--- src/rtl/riscv_pkg.sv ---
// riscv_pkg: shared RV32 decode constants.
//   - major opcode values (instr[6:0])
//   - func7 values that distinguish base, alternate (SUB/SRA) and M-extension ops
//   - ECALL / EBREAK full-word encodings
//   - op field layout: op = {m_flag, alt_bit, func3}
package riscv_pkg;

  localparam logic [6:0] OPC_LUI      = 7'b0110111;
  localparam logic [6:0] OPC_AUIPC    = 7'b0010111;
  localparam logic [6:0] OPC_JAL      = 7'b1101111;
  localparam logic [6:0] OPC_JALR     = 7'b1100111;
  localparam logic [6:0] OPC_BRANCH   = 7'b1100011;
  localparam logic [6:0] OPC_LOAD     = 7'b0000011;
  localparam logic [6:0] OPC_STORE    = 7'b0100011;
  localparam logic [6:0] OPC_IMM_OP   = 7'b0010011;
  localparam logic [6:0] OPC_REG_OP   = 7'b0110011;
  localparam logic [6:0] OPC_MISC_MEM = 7'b0001111;
  localparam logic [6:0] OPC_SYSTEM   = 7'b1110011;

  localparam logic [6:0] F7_BASE   = 7'b0000000;
  localparam logic [6:0] F7_ALT    = 7'b0100000;
  localparam logic [6:0] F7_MULDIV = 7'b0000001;

  localparam logic [31:0] INSTR_ECALL  = 32'h0000_0073;
  localparam logic [31:0] INSTR_EBREAK = 32'h0010_0073;

  localparam int unsigned OP_W = 5;

  // Pack the op field: bit 4 = M-extension, bit 3 = alternate (SUB/SRA/SRAI), bits 2:0 = func3.
  function automatic logic [OP_W-1:0] make_op(input logic m_flag, input logic alt_bit,
                                                input logic [2:0] func3);
    return {m_flag, alt_bit, func3};
  endfunction

endpackage

--- src/rtl/id_decode.sv ---
// id_decode: purely combinational RV32I(+M, +FENCE/ECALL/EBREAK) field decoder.
//   i_instr          : instruction word
//   o_rs1/o_rs2/o_rd : register indices, forced to 0 when the format does not use them
//   o_imm            : sign-extended immediate (0 for REG_OP/SYSTEM/MISC_MEM)
//   o_op             : {m_flag, alt_bit, func3}
//   o_ill            : illegal encoding (including M/SYS forms disabled by parameter)
module id_decode
  import riscv_pkg::*;
#(
  parameter int unsigned EN_M   = 1,
  parameter int unsigned EN_SYS = 1
) (
  input  logic [31:0]     i_instr,
  output logic [4:0]      o_rs1,
  output logic [4:0]      o_rs2,
  output logic [4:0]      o_rd,
  output logic [31:0]     o_imm,
  output logic [OP_W-1:0] o_op,
  output logic            o_ill
);

  localparam logic L_EN_M   = (EN_M != 32'd0);
  localparam logic L_EN_SYS = (EN_SYS != 32'd0);

  logic [6:0]  w_opc;
  logic [2:0]  w_f3;
  logic [6:0]  w_f7;
  logic        w_f3_addsr;
  logic [31:0] w_imm_i;
  logic [31:0] w_imm_s;
  logic [31:0] w_imm_b;
  logic [31:0] w_imm_j;
  logic        w_alt;
  logic        w_m;

  assign w_opc      = i_instr[6:0];
  assign w_f3       = i_instr[14:12];
  assign w_f7       = i_instr[31:25];
  // ADD/SUB and SRL/SRA are the only REG_OP pairs where instr[30] selects a variant.
  assign w_f3_addsr = (w_f3 == 3'b000) || (w_f3 == 3'b101);

  assign w_imm_i = {{20{i_instr[31]}}, i_instr[31:20]};
  assign w_imm_s = {{20{i_instr[31]}}, i_instr[31:25], i_instr[11:7]};
  assign w_imm_b = {{20{i_instr[31]}}, i_instr[7], i_instr[30:25], i_instr[11:8], 1'b0};
  assign w_imm_j = {{12{i_instr[31]}}, i_instr[19:12], i_instr[20], i_instr[30:21], 1'b0};

  // Per-opcode field selection and legality.
  always_comb begin
    o_rs1 = i_instr[19:15];
    o_rs2 = 5'd0;
    o_rd  = i_instr[11:7];
    o_imm = 32'd0;
    w_alt = 1'b0;
    w_m   = 1'b0;
    o_ill = 1'b0;
    case (w_opc)
      OPC_LUI, OPC_AUIPC: begin
        o_rs1 = 5'd0;
        o_imm = {i_instr[31:12], 12'd0};
      end
      OPC_JAL: begin
        o_rs1 = 5'd0;
        o_imm = w_imm_j;
      end
      OPC_JALR: begin
        o_imm = w_imm_i;
        o_ill = (w_f3 != 3'b000);
      end
      OPC_BRANCH: begin
        o_rs2 = i_instr[24:20];
        o_rd  = 5'd0;
        o_imm = w_imm_b;
        o_ill = (w_f3 == 3'b010) || (w_f3 == 3'b011);
      end
      OPC_LOAD: begin
        o_imm = w_imm_i;
        o_ill = (w_f3 == 3'b011) || (w_f3 == 3'b110) || (w_f3 == 3'b111);
      end
      OPC_STORE: begin
        o_rs2 = i_instr[24:20];
        o_rd  = 5'd0;
        o_imm = w_imm_s;
        o_ill = (w_f3 > 3'b010);
      end
      OPC_IMM_OP: begin
        o_imm = w_imm_i;
        case (w_f3)
          3'b001: o_ill = (w_f7 != F7_BASE);
          3'b101: begin
            w_alt = i_instr[30];
            o_ill = (w_f7 != F7_BASE) && (w_f7 != F7_ALT);
          end
          default: o_ill = 1'b0;
        endcase
      end
      OPC_REG_OP: begin
        o_rs2 = i_instr[24:20];
        if (w_f7 == F7_MULDIV) begin
          w_m   = L_EN_M;
          o_ill = !L_EN_M;
        end else begin
          w_alt = w_f3_addsr ? i_instr[30] : 1'b0;
          o_ill = !((w_f7 == F7_BASE) || ((w_f7 == F7_ALT) && w_f3_addsr));
        end
      end
      OPC_MISC_MEM: begin
        o_rs1 = 5'd0;
        o_rd  = 5'd0;
        o_ill = !(L_EN_SYS && (w_f3 == 3'b000));
      end
      OPC_SYSTEM: begin
        o_rs1 = 5'd0;
        o_rd  = 5'd0;
        o_ill = !(L_EN_SYS && ((i_instr == INSTR_ECALL) || (i_instr == INSTR_EBREAK)));
      end
      default: begin
        // Unknown opcode: no operands are meaningful.
        o_rs1 = 5'd0;
        o_rd  = 5'd0;
        o_ill = 1'b1;
      end
    endcase
    o_op = make_op(w_m, w_alt, w_f3);
  end

endmodule

--- src/rtl/id_stage.sv ---
// id_stage: RV32 instruction-decode pipeline stage.
//   clk, reset_n           : clock, async active-low reset
//   flush                  : synchronous kill, wins over every other event
//   in_valid/in_ready      : upstream handshake carrying instr and in_pc
//   out_valid/out_ready    : downstream handshake for the registered decode bundle
//   out_pc, rs1, rs2, rd, imm, opcode, op, ill : registered decode bundle
//   ill_count              : saturating count of accepted illegal instructions
module id_stage
  import riscv_pkg::*;
#(
  parameter int unsigned EN_M        = 1,
  parameter int unsigned EN_SYS      = 1,
  parameter int unsigned EN_LOAD_USE = 1,
  parameter int unsigned CNT_W       = 16
) (
  input  logic             clk,
  input  logic             reset_n,
  input  logic             flush,
  input  logic             in_valid,
  output logic             in_ready,
  input  logic [31:0]      instr,
  input  logic [31:0]      in_pc,
  output logic             out_valid,
  input  logic             out_ready,
  output logic [31:0]      out_pc,
  output logic [4:0]       rs1,
  output logic [4:0]       rs2,
  output logic [4:0]       rd,
  output logic [31:0]      imm,
  output logic [6:0]       opcode,
  output logic [OP_W-1:0]  op,
  output logic             ill,
  output logic [CNT_W-1:0] ill_count
);

  localparam logic L_EN_LOAD_USE = (EN_LOAD_USE != 32'd0);

  logic [4:0]       w_rs1;
  logic [4:0]       w_rs2;
  logic [4:0]       w_rd;
  logic [31:0]      w_imm;
  logic [OP_W-1:0]  w_op;
  logic             w_ill;
  logic             w_hazard;
  logic             w_capture;

  logic             r_valid;
  logic [31:0]      r_pc;
  logic [4:0]       r_rs1;
  logic [4:0]       r_rs2;
  logic [4:0]       r_rd;
  logic [31:0]      r_imm;
  logic [6:0]       r_opcode;
  logic [OP_W-1:0]  r_op;
  logic             r_ill;
  logic [CNT_W-1:0] r_ill_count;

  id_decode #(
    .EN_M   (EN_M),
    .EN_SYS (EN_SYS)
  ) u_decode (
    .i_instr (instr),
    .o_rs1   (w_rs1),
    .o_rs2   (w_rs2),
    .o_rd    (w_rd),
    .o_imm   (w_imm),
    .o_op    (w_op),
    .o_ill   (w_ill)
  );

  // A load sitting in the output register cannot forward its data in time for a
  // dependent instruction; unused source fields decode to 0 and rd!=0 keeps x0 out.
  assign w_hazard = L_EN_LOAD_USE && r_valid && (r_opcode == OPC_LOAD) && (r_rd != 5'd0) &&
                    ((w_rs1 == r_rd) || (w_rs2 == r_rd));

  assign in_ready  = (!r_valid || out_ready) && !w_hazard && !flush;
  assign w_capture = in_valid && in_ready;

  // Output bundle register: flush, then capture, then drain; otherwise hold.
  always_ff @(posedge clk or negedge reset_n) begin
    if (!reset_n) begin
      r_valid  <= 1'b0;
      r_pc     <= 32'd0;
      r_rs1    <= 5'd0;
      r_rs2    <= 5'd0;
      r_rd     <= 5'd0;
      r_imm    <= 32'd0;
      r_opcode <= 7'd0;
      r_op     <= '0;
      r_ill    <= 1'b0;
    end else if (flush) begin
      r_valid <= 1'b0;
    end else if (w_capture) begin
      r_valid  <= 1'b1;
      r_pc     <= in_pc;
      r_rs1    <= w_rs1;
      r_rs2    <= w_rs2;
      r_rd     <= w_rd;
      r_imm    <= w_imm;
      r_opcode <= instr[6:0];
      r_op     <= w_op;
      r_ill    <= w_ill;
    end else if (out_ready) begin
      r_valid <= 1'b0;
    end else begin
      r_valid <= r_valid;
    end
  end

  // Saturating illegal-instruction counter; capture already excludes flushed inputs.
  always_ff @(posedge clk or negedge reset_n) begin
    if (!reset_n) begin
      r_ill_count <= '0;
    end else if (w_capture && w_ill && (r_ill_count != {CNT_W{1'b1}})) begin
      r_ill_count <= r_ill_count + {{(CNT_W-1){1'b0}}, 1'b1};
    end else begin
      r_ill_count <= r_ill_count;
    end
  end

  assign out_valid = r_valid;
  assign out_pc    = r_pc;
  assign rs1       = r_rs1;
  assign rs2       = r_rs2;
  assign rd        = r_rd;
  assign imm       = r_imm;
  assign opcode    = r_opcode;
  assign op        = r_op;
  assign ill       = r_ill;
  assign ill_count = r_ill_count;

endmodule

--- config.mk ---
export PLATFORM = sky130hd
export DESIGN_NAME = id_stage
export DESIGN_NICKNAME = d
export VERILOG_FILES = /design/src/rtl/riscv_pkg.sv /design/src/rtl/id_decode.sv /design/src/rtl/id_stage.sv
export SDC_FILE = /design/constraint.sdc
export NUM_CORES = 1
export LEC_CHECK = 0
export CAP_MARGIN = 20
export CORE_AREA = 2 2 113 115
export DETAILED_ROUTE_END_ITERATION = 6
export DIE_AREA = 0 0 115 117
export PLACE_DENSITY = 0.79
export SLEW_MARGIN = 40
export SYNTH_ARGS = -nofsm -noshare
export SYNTH_HDL_FRONTEND = slang
export SYNTH_HIERARCHICAL = 1
export SYNTH_SLANG_ARGS = --single-unit
--- constraint.sdc ---
create_clock -name clk -period 2.7 [get_ports clk]
set_clock_uncertainty 0.05 [all_clocks]
set_input_delay 0.27 -clock clk [delete_from_list [all_inputs] [get_ports clk]]
set_output_delay 0.27 -clock clk [all_outputs]
set_load 0.01 [all_outputs]
Word level (Yosys, flattened, before mapping):

Cells that the tools add are included.

* add/sub/neg operators: 1
* magnitude comparators: 1
* eq/ne operators: 26
* mux-type cells: 16
* bitwise operators: 1
* reduce and logical (&&, ||, !) cells: 37

Operators with widths (count)
* $pmux 32 s5: 1
* $eq 32x21->1 const B: 1
* $eq 32x7->1 const B: 1
* $eq 7x6->1 const B: 4
* $eq 7x7->1 const B: 4
* $add 16x1->16 const B: 1
* $ne 16x16->1 const B: 1
* $mux 5: 3
* $eq 7x2->1 const B: 2
* $eq 7x5->1 const B: 2
* $eq 5x5->1: 2
* $logic_and 1x1->1: 10
* $eq 3x3->1 const B: 3
* $mux 1: 9
* $pmux 1 s9: 1
* $reduce_or 3->1: 3
* $logic_or 1x1->1: 8
* $eq 7x1->1 const B: 1
* $eq 7x4->1 const B: 1
* $logic_not 7->1: 1
* $ne 7x6->1 const B: 1
* $reduce_bool 7->1: 1
* $reduce_or 7->1: 1
* $eq 3x2->1 const B: 2
* 11 further kinds: 18

* register bits: 109
* bits of input ports: 69
* word-level logic and storage cells: 92

Logic depth before layout (Yosys ltp):

Gate-level depths: netlist of the first run.

* depth after elaboration: 12
* mapped depth: 15
* gate-level depth less buffers: 11

Hierarchy:

Netlist of the first run, hierarchy kept.

Modules (own cells, without submodules)
* id_stage: times used 1, cells an instance 297, area each 4695.8 µm², sequential area each 2727.6 µm²
* id_decode: times used 1, cells an instance 142, area each 889.6 µm², sequential area each 0.0 µm²

Worst setup path after synthesis of the first run:

OpenSTA, ideal clock, no wires.

* kind: in2reg
* start point: input port instr[4]
* end point: register r_imm[0], in the netlist imm[0]
* data arrival time: 2683 ps
* required time: 2525 ps
* slack: -159 ps
* stages on the path: 15
* path buffers: 4
* cell sequence: buf_2 -> nor2b_1 -> nand2_1 -> o21a_1 -> nor3_1 -> and2_1 -> xnor2_1 -> nand3_1 -> o22ai_1 -> and2_1 -> buf_2 -> nand2b_4 -> buf_6 -> buf_6 -> mux2_4

* word-level cells in the longest chain between the ends: 11
* elaborated cells on any way between the ends: 25
* those cells by class: eq/ne: 11; mux: 3; reduce/logical: 11

RTL lines
* from (decl): line id_stage.sv:21 `input logic [31:0] instr,`
* $eq 7x7->1, or another cell as far along: line id_decode.sv:56 `case (w_opc)`
* $reduce_or 6->1 (no source line) (*)
* $mux 5 (*): line id_decode.sv:56
* named net w_rs1[0]: line id_stage.sv:38 `logic [4:0] w_rs1;`
* $eq 5x5->1 (*): line id_stage.sv:74 `((w_rs1 == r_rd) || (w_rs2 == r_rd));`
* $logic_or 1x1->1 (*): line id_stage.sv:74
* $logic_and 1x1->1 (*): line id_stage.sv:73 `assign w_hazard = L_EN_LOAD_USE && r_valid && (r_opcode == OPC_LOAD) && (r_rd != 5'd0) &&`
* $logic_not 1->1 (*): line id_stage.sv:76 `assign in_ready = (!r_valid || out_ready) && !w_hazard && !flush;`
* $logic_and 1x1->1 (*) (2 in a row): line id_stage.sv:76
* $logic_and 1x1->1 (*): line id_stage.sv:77 `assign w_capture = in_valid && in_ready;`
* $reduce_and 2->1 (no source line) (*)
* to (signal assigned): line id_stage.sv:99 `r_imm <= w_imm;`
* to (decl): line id_stage.sv:52 `logic [31:0] r_imm;`

Mark *: on every way through the listed nets, which the timed path passes. The rest lies on a longest branch.
A chain may end at the register's enable or synchronous reset.

Final worst setup path of the first run:

* start point: input port instr[28]
* end point: register r_ill_count[15], in the netlist ill_count[15]

* word-level cells in the longest chain between the ends: 8
* elaborated cells on any way between the ends: 18
* those cells by class: eq/ne: 5; mux: 3; reduce/logical: 10

RTL lines
* $eq 7x6->1: line id_decode.sv:103 `o_ill = !((w_f7 == F7_BASE) || ((w_f7 == F7_ALT) && w_f3_addsr));`
* $logic_and 1x1->1: line id_decode.sv:103
* $logic_or 1x1->1: line id_decode.sv:103
* $logic_not 1->1: line id_decode.sv:103
* $mux 1: line id_decode.sv:98 `if (w_f7 == F7_MULDIV) begin`
* $pmux 1 s9 (*): line id_decode.sv:56
* named net w_ill: line id_stage.sv:43 `logic w_ill;`
* $logic_and 1x1->1 (*) (2 in a row): line id_stage.sv:114 `end else if (w_capture && w_ill && (r_ill_count != {CNT_W{1'b1}})) begin`
* to (signal assigned): line id_stage.sv:115 `r_ill_count <= r_ill_count + {{(CNT_W-1){1'b0}}, 1'b1};`
* to (signal assigned): line id_stage.sv:117 `r_ill_count <= r_ill_count;`
* to (decl): line id_stage.sv:56 `logic [CNT_W-1:0] r_ill_count;`

Marked as above.

==> results of run 1 <==
==> cell usage in the layout (no fill, tap or decap), drive strengths merged, types with 4 or more instances in the layout <==
cell type / synthesis / final
a21o: 20 / 20
a21oi: 10 / 10
a22o: 5 / 5
and2: 25 / 25
and3: 5 / 5
buf: 19 / 71
clkbuf: 8 / 12
clkdlybuf4s50: 0 / 166
dfrtp: 109 / 109
inv: 2 / 4
mux2: 92 / 92
nand2: 19 / 19
nand2b: 4 / 4
nand3: 14 / 14
nand4: 7 / 7
nor2: 13 / 13
nor2b: 6 / 6
nor3: 9 / 9
nor4: 4 / 4
o21ai: 9 / 9
xnor2: 18 / 18
xor2: 8 / 8
==> registers in the layout, summed over array words and instances (netlist names) <==
name	count
ill	1
ill_count	16
imm	32
op	5
opcode	7
out_pc	32
out_valid	1
rd	5
rs1	5
rs2	5
==> logic make-up (layout without fill, tap and decap cells) <==
| family | after synthesis | count (layout) |
|---|---|---|
| flops | 109 | 109 |
| fa+ha+maj | 1 | 1 |
| buf+inv | 29 | 267 |
| mux | 92 | 92 |
| compound gates | 61 | 61 |
| simple gates | 121 | 121 |
| xor+xnor | 26 | 26 |
==> metal layers <==
metal	GRT usage [%]	wire, um	part of all wire (%)
met4	8.43	391	2.5
met2	38.7	7560	48
met5	0	0	0
met1	30.7	6730	43
met3	5.41	1070	6.8
==> critical path, stage by stage <==
cell             delay [ns]
clkdlybuf4s50_1        0.44
or4_4                  0.44
nor4b_2                0.31
buf_4                  0.18
a21oi_1                0.08
o21ai_0                0.14
o211ai_2               0.17
nand4b_1               0.18
buf_4                  0.14
buf_4                  0.11
nor2_1                 0.05
nand4_1                0.08
nor2_1                 0.05
xor2_1                 0.13
==> layout make-up <==
cell class | instances | area (um^2)
fillers | 886 | 3790
flip-flops and latches | 109 | 2730
repair buffers | 249 | 2500
inverters | 2 | 7.51
multi-input cells | 301 | 2810
clock inverters | 7 | 73.8
clock buffers | 9 | 225
well taps | 150 | 188
==> power by group through the flow <==
| stage | logic [mW] | registers [mW] | clock network [mW] |
|---|---|---|---|
| final | 1.14 | 1.94 | 1.33 |
| after global routing | 1.21 | 1.96 | 1.43 |
| after CTS | 1.13 | 1.93 | 1.36 |
| after detailed placement | 1.07 | 1.96 | 0 |
| after global placement | 1.06 | 1.95 | 0 |
| after floorplan | 0.389 | 2.03 | 0 |
==> path summary, 6_finish.rpt <==
check	startpoint	to	slack [ns]
min in group asynchronous	reset_n	imm[28]	0.32
setup reg to reg	opcode[3]	imm[1]	0.14
setup / recovery	instr[28]	ill_count[15]	0.09
max in group asynchronous	reset_n	out_pc[24]	1.58
hold reg to reg	ill	ill	0.43
hold / removal	instr[1]	opcode[1]	0.28
==> per-stage QoR <==
stage	utilization [%]	area [um^2]	TNS, ns	hold WS [ns]	setup slack (ns)
after floorplan	-	5690	-0.0391	-0.0756	-0.00489
after global placement	63.9	7860	-55.06	0.134	-0.667
after detailed placement	63.9	7870	-62.52	0.139	-0.681
after CTS	68.9	8480	0	0.319	0.00153
after global routing	69.2	8530	0	0.287	0.00298
final	69.2	8530	0	0.284	0.0893
==> what timing repair did <==
item | 4_1_cts | 5_1_grt
buffers inserted | 9 | 1
hold buffers | 1 | 0
cloned | 4 | 1
resized for setup | 37 | 18
endpoints found under the hold margin | 21 | 0
setup endpoints to repair | 105 | 53
pin swaps | 12 | 13
==> results.txt, run 1 <==
Power per Cell Area: 516 nW/um^2
Seq cells post-synth: 109
Root buffer cell: clkbuf_16
Post-synth EDFFs: 0
Worst rel slew slack: 45.5%
Syn nets: 509
Multiplexer share of the synthesized area: 23.1%
Fmax: 383 MHz
CP Capture Type: flop
Cells after Synth: 439
Tcrit/Tclk final: 96.7%
Input/output buffers: 178
Final HPWL DP: 11.4 mm
H-tree depth: 3
Internal Dissipation: 3.23 mW
Synth Area in XOR/XNOR: 4.08%
Pin count of the biggest net entering global routing: 58
Synth cell count leaders: dfrtp_1, mux2_4, and2_1, mux2_2, a21o_1
Top-level I/O count: 179
Longest Clk Path Bufs: 2
Combinational share of power: 25.8%
Worst-Margin Slew: 0.813 ns
CTS Sinks: 109
RSZ-0062 raised after global routing: false
Post-DR wirelength/cell: 19.0 um
Simple-gate share of the synthesized area: 12.4%
Clock transition at path regs: 0.07 ns
GRT Resource Usage Total: 23.5%
Maximum fanout along the worst path: 3
Most frequent cell after synthesis: dfrtp_1
Period minus WS final: 2.61 ns
CP required: 2.88 ns
Reg power frac: 44.0%
Layout cells sized above 1: 32.1%
Sw Pwr: 1.17 mW
DIE AREA: 13,500 um^2
DRT Wirelength: 15.7 mm
N_diodes: 0
Placed insts: 795
Syn_area_per_cell: 12.7 um^2
Initial DRT Pass Iterations: 5
Synth Area in Adders: 0.224%
First-pass GRT wire length: 24.4 mm
WP data arrival: 2.79 ns
Clock share of power: 30.2%
Vias in the first global route: 4,586
Clock latency on the worst-skew pair: 0.34 ns
Remaining antenna violation count: 0
Compound-Gate Fraction of Synth Area: 7.77%
Core Area: 12,300 um^2
Seq/Total Area, Yosys: 48.8%
Total of max-cap violations: 0
R2R cell count: 7
Startpoint Class: input port
Synth Cell Area: 5590 um^2
Area contributors post-synth: dfrtp_1, mux2_4, mux2_2, xnor2_1, a21o_1
GRT overflow: 0
Nets@finish: 742
Setup Viol. Count Final: 0
Hold path cells: 3
Leak: 4.14 nW
Outcome: finished clean
Largest family of logic cells by synthesized area: multiplexers
DRC: 0
Vias: 4,533
Synth top area share: 48.8%
Worst vdd ir: 0.000300 V
Most common flop cell mapped by yosys: dfrtp_1
Asr flop ratio synth: 100%
Slew Limit Fails: 0
TritonCTS buffer count: 9
WS Path Type: in2reg
Initial antenna violation count: 0
Power Total: 4.40 mW
Num rows: 41
Hold Vio Cnt, Final: 0
Synth-to-layout area growth: 52.6%
Via density: 5.48
Yosys warnings: 6
Routability cong.: 0.912
Initial Util: 45.4%
Worst min path class: in2reg
Die Ht: 117 um
Yosys top cell by area: dfrtp_1
CTS tree: yes
Synth unique cells: 52
Die width: 115 um
Sw Ratio: 26.5%
Initial DRC Count: 358
Non-filler instance count after layout: 827
(Power assumes the default switching activity.)
==> inputs of run 2 (changes only) <==
- CAP_MARGIN: 20 -> 5
- CORE_AREA: 2 2 113 115 -> 2 2 110 112
- DIE_AREA: 0 0 115 117 -> 0 0 112 114
- SLEW_MARGIN: 40 -> 5
- SYNTH_HIERARCHICAL: 1 -> not set
==> results.txt, run 2 <==
Input/output buffers: 178 (unchanged)
Yosys top cell by area: dfrtp_1
DIE AREA: 12,800 um^2 (-5.1%)
Root buffer cell: clkbuf_16
Reg power frac: 44.0% (about the same)
Clock latency on the worst-skew pair: 0.34 ns (about the same)
Total of max-cap violations: 0 (unchanged)
Reg2Reg Launch Point: rd[4]
Initial Util: 43.7% (-1.7 points)
Worst vdd ir: 0.000461 V (+54%)
Core Area: 11,700 um^2 (-4.9%)
Seq cells post-synth: 109 (unchanged)
Longest Clk Path Bufs: 2 (unchanged)
Placed cell area: 7500 um^2 (-4.6%)
Nets@finish: 808 (+8.9%)
Most common cell after layout, fill and taps aside: clkdlybuf4s50_1
N_diodes: 0 (unchanged)
Crit path buf inv count: 3 (-1)
DRC: 0 (unchanged)
Synth-to-layout area growth: 60.7%
Final instance area: 8220 um^2 (-3.5%)
RSZ-0062 raised after global routing: true
Startpoint Class: flop
Worst min path class: in2async
CP max stage delay: 0.58 ns (+0.14 ns)
Post-synth EDFFs: 0 (unchanged)
Power per Cell Area: 535 nW/um^2 (+3.5%)
Clock transition at path regs: 0.07 ns (about the same)
Syn_area_per_cell: 10.3 um^2 (-19%)
Cell family with most CP delay: simple AND/OR/NAND/NOR gates
Syn nets: 565 (+11%)
Vias in the first global route: 4,858 (+5.9%)
CP Launch Point: rd[4]
Synth unique cells: 51 (-1.9%)
Vias: 4,907 (+8.3%)
Die Ht: 114 um (-2.6%)
Most common flop cell mapped by yosys: dfrtp_1
TritonCTS buffer count: 9 (unchanged)
CP Capture Type: flop
Die width: 112 um (-2.6%)
DRT Wirelength: 16.8 mm (+6.5%)
Maximum fanout along the worst path: 9 (+6)
Internal Dissipation: 3.21 mW (-0.63%)
WS Path Type: reg2reg
Asr flop ratio synth: 100% (unchanged)
Synth Cell Area: 5120 um^2 (-8.4%)
Combinational share of power: 25.2% (-0.6 points)
Final HPWL DP: 11.7 mm (+2.0%)
R2R cell count: 10 (+3)
Most frequent cell after synthesis: dfrtp_1
WP data arrival: 3.07 ns (+0.28 ns)
Layout cells sized above 1: 24.5% (-7.6 points)
Remaining antenna violation count: 0 (unchanged)
Seq/Total Area, Yosys: 53.3% (+4.5 points)
Num rows: 40 (-2.4%)
Yosys warnings: 0 (-6)
R2r setup slk: -0.21 ns (-0.35 ns)
Area contributors post-synth: dfrtp_1, mux2_2, nand2_1, o21ai_0, mux2_4
Fmax: 344 MHz (-10%)
CP required: 2.86 ns (-0.02 ns)
CP max stage cell: or4_4
Initial antenna violation count: 0 (unchanged)
CP Depth: 10 (-4)
Leak: 3.50 nW (-15%)
Initial DRC Count: 311 (-13%)
Crit-path cells: or4_4, o211ai_4, a221oi_2, and3_1, or4b_4, buf_6, buf_12, buf_4, nand2_1, o21ai_0
GRT overflow: 0 (unchanged)
Failing checks: setup timing
Clock share of power: 30.8% (+0.6 points)
First-pass GRT wire length: 24.6 mm (+0.91%)
Setup ws final: -0.207 ns (-0.297 ns)
Setup Viol. Count Final: 90 (+90)
CTS Sinks: 109 (unchanged)
Slew Limit Fails: 0 (unchanged)
Crit path capture: imm[27]
Top-level I/O count: 179 (unchanged)
Sw Pwr: 1.18 mW (+1.3%)
CTS tree: yes
Hold Vio Cnt, Final: 0 (unchanged)
Initial DRT Pass Iterations: 5 (unchanged)
Period minus WS final: 2.91 ns (+0.297 ns)
GRT Resource Usage Total: 24.2% (+0.65 points)
Worst-Margin Slew: 0.587 ns (-0.226 ns)
Via density: 5.51 (+0.59%)
Setup TNS: -10.64 ns (-10.64 ns)
Worst rel slew slack: 60.3% (+15 points)
Sw Ratio: 26.9% (+0.38 points)
Routability cong.: 0.916 (+0.36%)
Tcrit/Tclk final: 108% (+11 points)
R2R Path End: imm[27]
Synth top area share: 53.3% (+4.5 points)
H-tree depth: 3 (unchanged)
Post-DR wirelength/cell: 18.8 um (-1.1%)
Pin count of the biggest net entering global routing: 70 (+21%)
Most frequent cells in the layout: clkdlybuf4s50_1, dfrtp_1, buf_4
Outcome: complete, but fails checks
Synth cell count leaders: dfrtp_1, nand2_1, o21ai_0, mux2_2, a21oi_1
Cells after Synth: 495 (+13%)
[run 2: changes by cell type after synthesis, sizes merged, moves of 15 or more]
cell / change
nand2: +65
mux2: -49
o21ai: +44
and2: -23
a21o: -19
a21oi: +16
clkbuf: +15
[run 2: timing repair]
action | in CTS | in global routing
setup endpoints to repair | 81 | 93
setup buffers | 0 | 7
pin swaps | 1 | 10
endpoints found under the hold margin | 40 | 0
gates resized for setup | 4 | 69
hold buffers | 1 | 0
gates cloned | 0 | 9
[run 2: layout make-up]
class | instances | area [um^2]
multi-input cells | 347 | 2320
repair buffers | 267 | 2670
clock inverters | 6 | 67.6
clock buffers | 10 | 239
well taps | 147 | 184
fillers | 888 | 3490
flip-flops and latches | 109 | 2730
inverters | 4 | 15.0
[run 2: how the worst min path moves through the flow]
stage | from | end | slack [ns] | depth (start not counted)
final | reset_n | opcode[1] | 0.41 | 2
after global routing | reset_n | opcode[1] | 0.47 | 2
after CTS | reset_n | opcode[1] | 0.42 | 2
after detailed placement | reset_n | out_valid | 0.24 | 1
after global placement | reset_n | out_valid | 0.24 | 1
after floorplan | reset_n | ill | -0.08 | 0
[run 2: kinds of logic after synthesis]
| logic type | share of synthesized area, % |
|---|---|
| compound gates | 13.2 |
| xor+xnor | 3.08 |
| fa+ha+maj | 0.245 |
| buf+inv | 3.50 |
| flops | 53.3 |
| mux | 10.4 |
| simple gates | 16.2 |
[run 2: stage by stage]
stage | total power [mW] | hold WS (ns) | setup slack, ns | std cells | util [%]
global placement | 2.95 | 0.236 | -0.361 | 857 | 64.1
global route | 4.59 | 0.468 | -0.238 | 890 | 70.2
detailed placement | 2.99 | 0.245 | -0.377 | 857 | 64.1
CTS | 4.34 | 0.416 | -0.0838 | 874 | 66.8
floorplan | 2.33 | -0.0756 | -0.111 | 495 | -
finish | 4.40 | 0.408 | -0.207 | 890 | 70.2
[run 2: power by group through the flow]
stage	Combinational, mW	Sequential, mW	Clock [mW]
after floorplan	0.310	2.02	0
after global placement	0.997	1.95	0
after detailed placement	1.03	1.96	0
after CTS	1.03	1.93	1.38
after global routing	1.18	1.96	1.45
final	1.11	1.94	1.35
[run 2: per-layer routing]
metal  share of wire (%)  vias to the layer above  track usage (%)
li1                    -                     2234                -
met1                  39                     2424             30.1
met2                  51                      211             42.1
met3                 6.7                       38             4.14
met4                 2.8                        0             9.84
met5                   0                        -                0
==> inputs of run 3 (changes only) <==
- HOLD_SLACK_MARGIN: not set -> 0.1
- REMOVE_ABC_BUFFERS: not set -> 1
==> results.txt, run 3 (synthesis gave the netlist of run 2 again) <==
Outcome: complete, but fails checks
Failing checks: setup timing
Setup Viol. Count Final: 82 (-8.9%)
Hold path cells: 2
Final HPWL DP: 11.3 mm (-3.1%)
DIE AREA: 12,800 um^2 (unchanged)
First-pass GRT wire length: 24.2 mm (-1.6%)
GRT Resource Usage Total: 23.5% (-0.64 points)
CTS tree: yes
N_diodes: 0 (unchanged)
Longest Clk Path Bufs: 2 (unchanged)
Via density: 5.63 (+2.1%)
Worst min path class: in2reg
Input/output buffers: 178 (unchanged)
Synth-to-layout area growth: 67.3%
Post-DR wirelength/cell: 19.5 um (+3.7%)
Initial DRT Pass Iterations: 5 (unchanged)
Routability cong.: 0.955 (+4.3%)
GRT overflow: 0 (unchanged)
Vias in the first global route: 4,790 (-1.4%)
Power per Cell Area: 533 nW/um^2 (-0.30%)
Fmax: 355 MHz (+3.1%)
Hold Vio Cnt, Final: 0 (unchanged)
Setup ws final: -0.120 ns (+0.0871 ns)
Num rows: 40 (unchanged)
Nets@finish: 809 (+0.12%)
Clock transition at path regs: 0.07 ns (about the same)
Pin count of the biggest net entering global routing: 56 (-20%)
Clock share of power: 32.2% (+1.4 points)
DRC: 0 (unchanged)
Die width: 112 um (unchanged)
Clock latency on the worst-skew pair: 0.35 ns (about the same)
Initial Util: 43.7% (unchanged)
R2R cell count: 9 (-1)
Sw Pwr: 1.23 mW (+3.7%)
DRT Wirelength: 17.4 mm (+3.8%)
Setup TNS: -4.67 ns (+5.97 ns)
Power Total: 4.56 mW (+3.7%)
Startpoint Class: input port
Worst vdd ir: 0.000472 V (+2.2%)
Layout fillers: 800 (-9.9%)
Vias: 5,017 (+2.2%)
Top-level I/O count: 179 (unchanged)
Sw Ratio: 26.9% (about the same)
Combinational share of power: 25.2% (about the same)
WS Path Type: in2reg
Worst rel slew slack: 62.1% (+1.8 points)
H-tree depth: 3 (unchanged)
Worst-Margin Slew: 0.568 ns (-0.0190 ns)
Internal Dissipation: 3.33 mW (+3.8%)
Most frequent cells in the layout: clkdlybuf4s50_1, dfrtp_1, buf_4
TritonCTS buffer count: 9 (unchanged)
Initial antenna violation count: 0 (unchanged)
RSZ-0062 raised after global routing: true
Total of max-cap violations: 0 (unchanged)
Remaining antenna violation count: 0 (unchanged)
Most common cell after layout, fill and taps aside: clkdlybuf4s50_1
Leak: 3.69 nW (+5.4%)
Die Ht: 114 um (unchanged)
CP Capture Type: flop
Root buffer cell: clkbuf_16
Period minus WS final: 2.82 ns (-0.0871 ns)
WP data arrival: 3.00 ns (-0.07 ns)
R2r setup slk: -0.11 ns (+0.10 ns)
CTS Sinks: 109 (unchanged)
Maximum fanout along the worst path: 11 (+2)
Slew Limit Fails: 0 (unchanged)
Layout cells sized above 1: 30.4% (+5.9 points)
CP required: 2.88 ns (+0.02 ns)
Core Area: 11,700 um^2 (unchanged)
Initial DRC Count: 353 (+14%)
Tcrit/Tclk final: 104% (-3.2 points)
Reg power frac: 42.6% (-1.4 points)
[run 3: changes by cell type in the layout (fill, tap and decap cells not counted), moves of 5 or more]
cell / change
nand2_1: -19
o21ai_2: +15
nand2_4: +12
o21ai_0: -9
nand2_2: +7
clkdlybuf4s50_1: -6
dlymetal6s2s_1: +6
o21ai_1: -6
buf_4: -5
buf_8: +5
[run 3: area by class of cell]
class                   instances  area [um^2]  area share [%]
repair buffers                267         2740            32.0
flip-flops and latches        109         2730            31.9
multi-input cells             348         2560            29.9
clock buffers                  10          239            2.79
well taps                     147          184            2.15
clock inverters                 6         93.8            1.10
inverters                       4         15.0           0.175
[run 3: routing by layer]
layer	share of wire [%]	routed length (um)	GRT usage (%)
met3	8.0	1390	5.15
met1	38	6630	29.1
met2	50	8740	41.1
met5	0	0	0
met4	3.7	639	7.97
[run 3: power by group through the flow]
stage,Clock [mW],Sequential [mW],Combinational (mW)
after floorplan,0,2.03,0.287
after global placement,0,1.95,1.01
after detailed placement,0,1.96,1.03
after CTS,1.49,1.94,1.04
after global routing,1.56,1.97,1.22
final,1.47,1.94,1.15
[run 3: final timing paths]
kind,from,to
setup / recovery,instr[4],out_pc[24]
hold / removal,instr[3],opcode[3]
setup reg to reg,rd[2],out_pc[24]
hold reg to reg,rs2[3],rs2[3]
max in group asynchronous,reset_n,imm[9]
min in group asynchronous,reset_n,out_pc[0]
[run 3: critical path, stage by stage]
cell	delay, ns
clkdlybuf4s50_1	0.52
and3b_2	0.27
buf_4	0.15
o211ai_1	0.23
a222oi_1	0.13
and3_4	0.21
or4b_4	0.67
clkbuf_16	0.24
mux2_4	0.30
[run 3: per-stage QoR]
step | instance area (um^2) | util [%] | hold slack [ns] | std cells | setup WS, ns
floorplan | 4950 | - | -0.0756 | 460 | -1.90
global placement | 7500 | 64.1 | 0.0669 | 858 | -0.265
detailed placement | 7500 | 64.1 | 0.0710 | 858 | -0.357
CTS | 7860 | 67.1 | 0.236 | 875 | -0.0643
global route | 8560 | 73.1 | 0.246 | 891 | -0.128
finish | 8560 | 73.1 | 0.223 | 891 | -0.120
[run 3: timing repair]
action,4_1_cts,5_1_grt
setup buffers,0,7
pin swaps,2,36
resized for setup,4,159
endpoints found under the setup margin,42,97
hold endpoints to repair,65,0
hold buffers,1,0
cloned,0,9
==> patch 1, RTL diff (settings of run 3) <==
`EN_M` is set to 1 in 2 places; all go to 0.
--- a/src/rtl/id_decode.sv
+++ b/src/rtl/id_decode.sv
@@ -9,3 +9,3 @@
 #(
-  parameter int unsigned EN_M   = 1,
+  parameter int unsigned EN_M   = 0,
   parameter int unsigned EN_SYS = 1
--- a/src/rtl/id_stage.sv
+++ b/src/rtl/id_stage.sv
@@ -10,3 +10,3 @@
 #(
-  parameter int unsigned EN_M        = 1,
+  parameter int unsigned EN_M        = 0,
   parameter int unsigned EN_SYS      = 1,
Function: changed (a bounded check fails within 4 cycles, from zero or initial values and one cycle with reset_n low).
==> patch 1 against run 3 <==
Final area is 6.5% lower. Combinational power shrank 4%. Synthesized cell count grew 3.6%. Synthesized area is 5.4% higher. Global-route usage rose by 1.3 points. Cell count decreased by 0.45%. Sequential cell count decreased by 1. Clock power fell by 7%. Setup slack improved by 220 ps. Total power down 3.8%. Routed wire length is 9.8% lower. Critical path depth shrank 1.
==> patch 1: results (changes against run 3) <==
Outcome
  – Status: finished clean (was finished, violations left)

Global route
  – Gr usage total: 0.2487 (was 0.2353)
  – Met1 Use GR: 0.3258 (was 0.2915)
  – Grt met3 use: 0.04782 (was 0.05154)
  – Largest net degree at the start of global routing: 45 (was 56)
  – Global Route met2 Usage: 0.4149 (was 0.4109)
  – Global-route wire length before repair: 25,360 um (was 24,210 um)

Cells and area
  – Fillers: 934 (was 800)
  – Nets: 805 (was 809)
  – Fraction of layout cells with a size suffix above 1: 0.1959 (was 0.3038)
  – N_diodes: 0 (unchanged)

Logic synthesis
  – Gate count of the mapped netlist: 513 (was 495)
  – Post-synth top cells: dfrtp_1, nand2_1, o21ai_0, mux2_4, a21oi_1 (was dfrtp_1, nand2_1, o21ai_0, mux2_2, a21oi_1)
  – Yosys cell types: 62 (was 51)
  – Prevailing post-synth register cell: dfrtp_1 (unchanged)
  – Register area share after synthesis: 0.5014 (was 0.5331)
  – Most area-consuming cells after synthesis: dfrtp_1, mux2_4, nand2_1, o21ai_0, a21oi_1 (was dfrtp_1, mux2_2, nand2_1, o21ai_0, mux2_4)

STA
  – Slew at the pin with the worst max-slew slack: 717.8 ps (was 568.0 ps)

Placed design
  – Port Buf Inserts: 177 (was 178)
  – Placed wire-length estimate: 11,840 um (was 11,290 um)
  – Pre-CTS setup slack: -152.0 ps (was -356.5 ps)
  – Placed Cells incl. Taps: 867 (was 858)
  – Routability cong.: 0.9074 (was 0.9547)
  – Placed standard-cell area: 7631 um2 (was 7505 um2)

Setup path
  – R2R Setup Slk: 130 ps (was -110 ps)
  – CP Data Arrival Time: 2280 ps (was 3000 ps)
  – Worst r2r src: rd[1] (was rd[2])
  – RR Endpoint: ill_count[9] (was out_pc[24])
  – Crit Path Max Fanout: 4 (was 11)

Detailed routing
  – Routed WL: 15,690 um (was 17,390 um)
  – Post-DR vias/cell: 5.476 (was 5.631)
  – Drt initial violations: 229 (was 353)
  – Initial DRT Pass Iterations: 5 (unchanged)
  – Vias: 4,857 (was 5,017)

Pwr
  – Internal: 0.003190 W (was 0.003334 W)
  – Worst vdd ir: 0.3691 mV (was 0.4717 mV)
  – Leak pwr: 3.468 nW (was 3.693 nW)

Clock tree
  – CTS root buf: clkbuf_16 (unchanged)
  – Cts bufs inserted: 9 (unchanged)
  – CTS H-tree lvls: 3 (unchanged)
  – CTS clk-pin slew, worst paths: 70 ps (about the same)

Worst hold path
  – Hold Path Class: in -> async (was in -> reg)
## patch 1: cell types whose count changed after synthesis, sizes merged, moves of 10 or more
cell / change
buf: +12
clkbuf: -14
nor3: +10
xnor2: -12
xor2: +10
## patch 1: cell type report
type	instances	area [um2]	area share
Clock buffer	10	239.0	0.02988
Clock inverter	6	72.57	0.009074
Inverter	7	26.28	0.003285
Multi-Input combinational cell	365	2475	0.3094
Sequential cell	108	2703	0.3379
Tap cell	147	183.9	0.02300
Timing Repair Buffer	244	2298	0.2874
## patch 1: worst max path at each step
stage,cells after the start,startpoint,slack [ps],end
global route,9,rd[1],-50,ill_count[7]
global placement,8,instr[4],-90,in_ready
floorplan,6,rd[1],-1910,op[1]
CTS,7,opcode[2],90,in_ready
finish,8,instr[2],100,in_ready
detailed placement,8,instr[2],-150,in_ready
## patch 1: logic make-up (layout without fill, tap and decap cells)
| logic type | after synthesis | count (layout) | share of synthesized area |
|---|---|---|---|
| and+or+nand+nor | 182 | 182 | 0.1746 |
| xor gates and xnor gates | 16 | 16 | 0.02600 |
| AOI/OAI and AO/OA | 120 | 120 | 0.1335 |
| DFF | 108 | 108 | 0.5014 |
| adders and majority gates | 1 | 1 | 0.002321 |
| other | 1 | 1 | 0.0006957 |
| buffers and inverters | 40 | 267 | 0.04666 |
| muxes | 45 | 45 | 0.1149 |
## patch 1: worst max-delay path, cell delays in order
cell	delay (ps)
clkdlybuf4s50_1	490
nand4bb_4	310
or2_4	300
o21ai_0	230
o2111ai_2	210
nand3_2	150
inv_1	40
dlygate4sd2_1	270
## patch 1: repair_timing
action	in CTS	in global routing
setup buffers	3	0
hold buffers	1	0
resized for setup	3	2
endpoints found under the setup margin	1	51
pin swaps	4	0
endpoints found under the hold margin	42	0
## patch 1: per-layer routing
layer	vias to the layer above	wire, um
li1	2273	-
met1	2352	6556
met2	194	7674
met3	38	1083
met4	0	375
met5	-	0
## patch 1: power by group through the flow
stage	Combinational [W]	Clock (W)	Sequential (W)
after detailed placement	0.00109	0	0.00195
after global routing	0.00118	0.00146	0.00195
final	0.00110	0.00136	0.00192
after global placement	0.00106	0	0.00194
after floorplan	0.000342	0	0.00202
after CTS	0.00111	0.00139	0.00192
## patch 1: stage by stage
step	hold WS (ps)	power [W]
6_report	388.3	0.004387
5_1_grt	438.1	0.004591
4_1_cts	412.1	0.004418
3_5_place_dp	243.7	0.003038
3_3_place_gp	239.7	0.003002
2_1_floorplan	-75.59	0.002358
==> patch 2, RTL diff (config.mk and constraints of run 3) <==
Without the edit above. Reset style: synchronous (`reset_n`), changed in 2 clocked blocks. Comments in the files are not updated.
--- a/src/rtl/id_stage.sv
+++ b/src/rtl/id_stage.sv
@@ -79,3 +79,3 @@
   // Output bundle register: flush, then capture, then drain; otherwise hold.
-  always_ff @(posedge clk or negedge reset_n) begin
+  always_ff @(posedge clk) begin
     if (!reset_n) begin
@@ -110,3 +110,3 @@
   // Saturating illegal-instruction counter; capture already excludes flushed inputs.
-  always_ff @(posedge clk or negedge reset_n) begin
+  always_ff @(posedge clk) begin
     if (!reset_n) begin
Check against the original RTL: differs if reset_n is asserted again (counterexample within 4 cycles, from zero or initial values and one cycle with reset_n low); with reset_n held inactive, the same outputs for 4 cycles.
==> patch 2 against run 3 <==
Setup slack improved by 210 ps. Final area fell by 8.9%. Clock power fell by 4%. Register-to-register slack improved by 200 ps. Sequential cell count did not move. Total power fell by 18%. Routed wire length fell by 5.2%. Utilization fell by 6.5 points. Synthesized area fell by 2.3%.
==> patch 2: results (changes against run 3) <==
Cells and area
  – Fillers: 1,030 (was 800)

STA
  – Fmax: 382.5 MHz (was 354.6 MHz)
  – Setup TNS: 0 ps (was -4671 ps)
  – Slew HR: 0.7127 (was 0.6213)

Placed design
  – Routability cong.: 0.9391 (was 0.9547)
  – Pre-CTS setup slack: -406.8 ps (was -356.5 ps)
  – Placed wire-length estimate: 12,400 um (was 11,290 um)

Setup path
  – R2R Setup Slk: 90 ps (was -110 ps)
  – CP Data Arrival Time: 2840 ps (was 3000 ps)
  – CP max stage cell: or4_1 (was or4b_4)
  – Crit Path Max Fanout: 14 (was 11)
  – Worst r2r src: rd[1] (was rd[2])
  – CP peak stage delay: 570 ps (was 670 ps)

Detailed routing
  – Drt initial violations: 400 (was 353)
  – M1 WL: 7231 um (was 6630 um)
  – WL met2: 7956 um (was 8736 um)
  – Initial DRT Pass Iterations: 4 (was 5)
  – Vias: 5,467 (was 5,017)
  – Routed WL: 16,490 um (was 17,390 um)

Global route
  – Met1 Use GR: 0.3214 (was 0.2915)
  – Grt met3 use: 0.06004 (was 0.05154)
  – Global-route wire length before repair: 26,400 um (was 24,210 um)
  – Gr usage total: 0.2528 (was 0.2353)
  – Global Route met2 Usage: 0.4396 (was 0.4109)

Logic synthesis
  – Multiplexer share of the synthesized area: 0.02203 (was 0.1039)
  – Most area-consuming cells after synthesis: dfxtp_1, nand2_1, a21oi_1, nor3_1, nand3_1 (was dfrtp_1, mux2_2, nand2_1, o21ai_0, mux2_4)
  – Yosys cell types: 56 (was 51)
  – Synth Area in Compound Gates: 0.1785 (was 0.1323)
  – Synth Area in Adders: 0.002504 (was 0.002446)

Outcome
  – Status: finished clean (was finished, violations left)

Clock tree
  – Post-CTS Resized: 6 (was 4)

Pwr
  – Comb pwr share: 0.166 (was 0.252)
  – Internal: 0.002809 W (was 0.003334 W)
  – Leak pwr: 2.932 nW (was 3.693 nW)
  – Worst vdd ir: 0.3569 mV (was 0.4717 mV)
==> patch 2: changes by cell type in the layout (fill, tap and decap cells not counted), sizes merged, moves of 12 or more <==
cell,delta
mux2,-43
a21oi,+49
a211oi,+21
o21ai,-43
xnor2,-12
dfrtp,-109
nand2,+53
dfxtp,+109
nor3,+31
nand3,+24
nor2,+22
==> patch 2: area by class of cell <==
cell class                 count  area, um2  area share
inverter                       6      22.52    0.002887
clock buffer                   9      225.2     0.02887
multi-input combinational    477       2618      0.3356
timing repair buffer         257       2472      0.3170
sequential                   109       2182      0.2798
clock inverter                 6      96.34     0.01235
tap                          147      183.9     0.02358
==> patch 2: worst paths after layout <==
check | depth (start not counted) | end
worst min-delay path | 3 | opcode[3]
worst max register to register | 8 | ill_count[3]
worst min register to register | 2 | out_pc[0]
worst max-delay path | 8 | ill_count[3]
==> patch 2: per-stage QoR <==
| step | cell area [um2] | cells | total power [W] | hold slack [ps] |
|---|---|---|---|---|
| after floorplan | 4751 | 592 | 0.001939 | 299.3 |
| after global placement | 7385 | 993 | 0.002322 | 389.1 |
| after detailed placement | 7385 | 993 | 0.002338 | 396.3 |
| after CTS | 7749 | 1010 | 0.003749 | 404.6 |
| after global routing | 7800 | 1011 | 0.003885 | 258.0 |
| final | 7800 | 1011 | 0.003730 | 225.5 |
==> patch 2: worst max-delay path, delay by kind of cell, from the launching register on <==
kind,cells,cell delay (ps)
and+or+nand+nor,3,1430
DFF,1,310
AOI/OAI and AO/OA,5,760
==> patch 2: cell families (layout without fill, tap and decap cells) <==
group	count (synthesis)	after routing
buffers and inverters	52	278
XOR/XNOR	3	3
AND/OR/NAND/NOR	319	319
multiplexers	11	11
AO/OA/AOI/OAI	143	143
adder cells (fa/ha/maj)	1	1
flip-flops	109	109
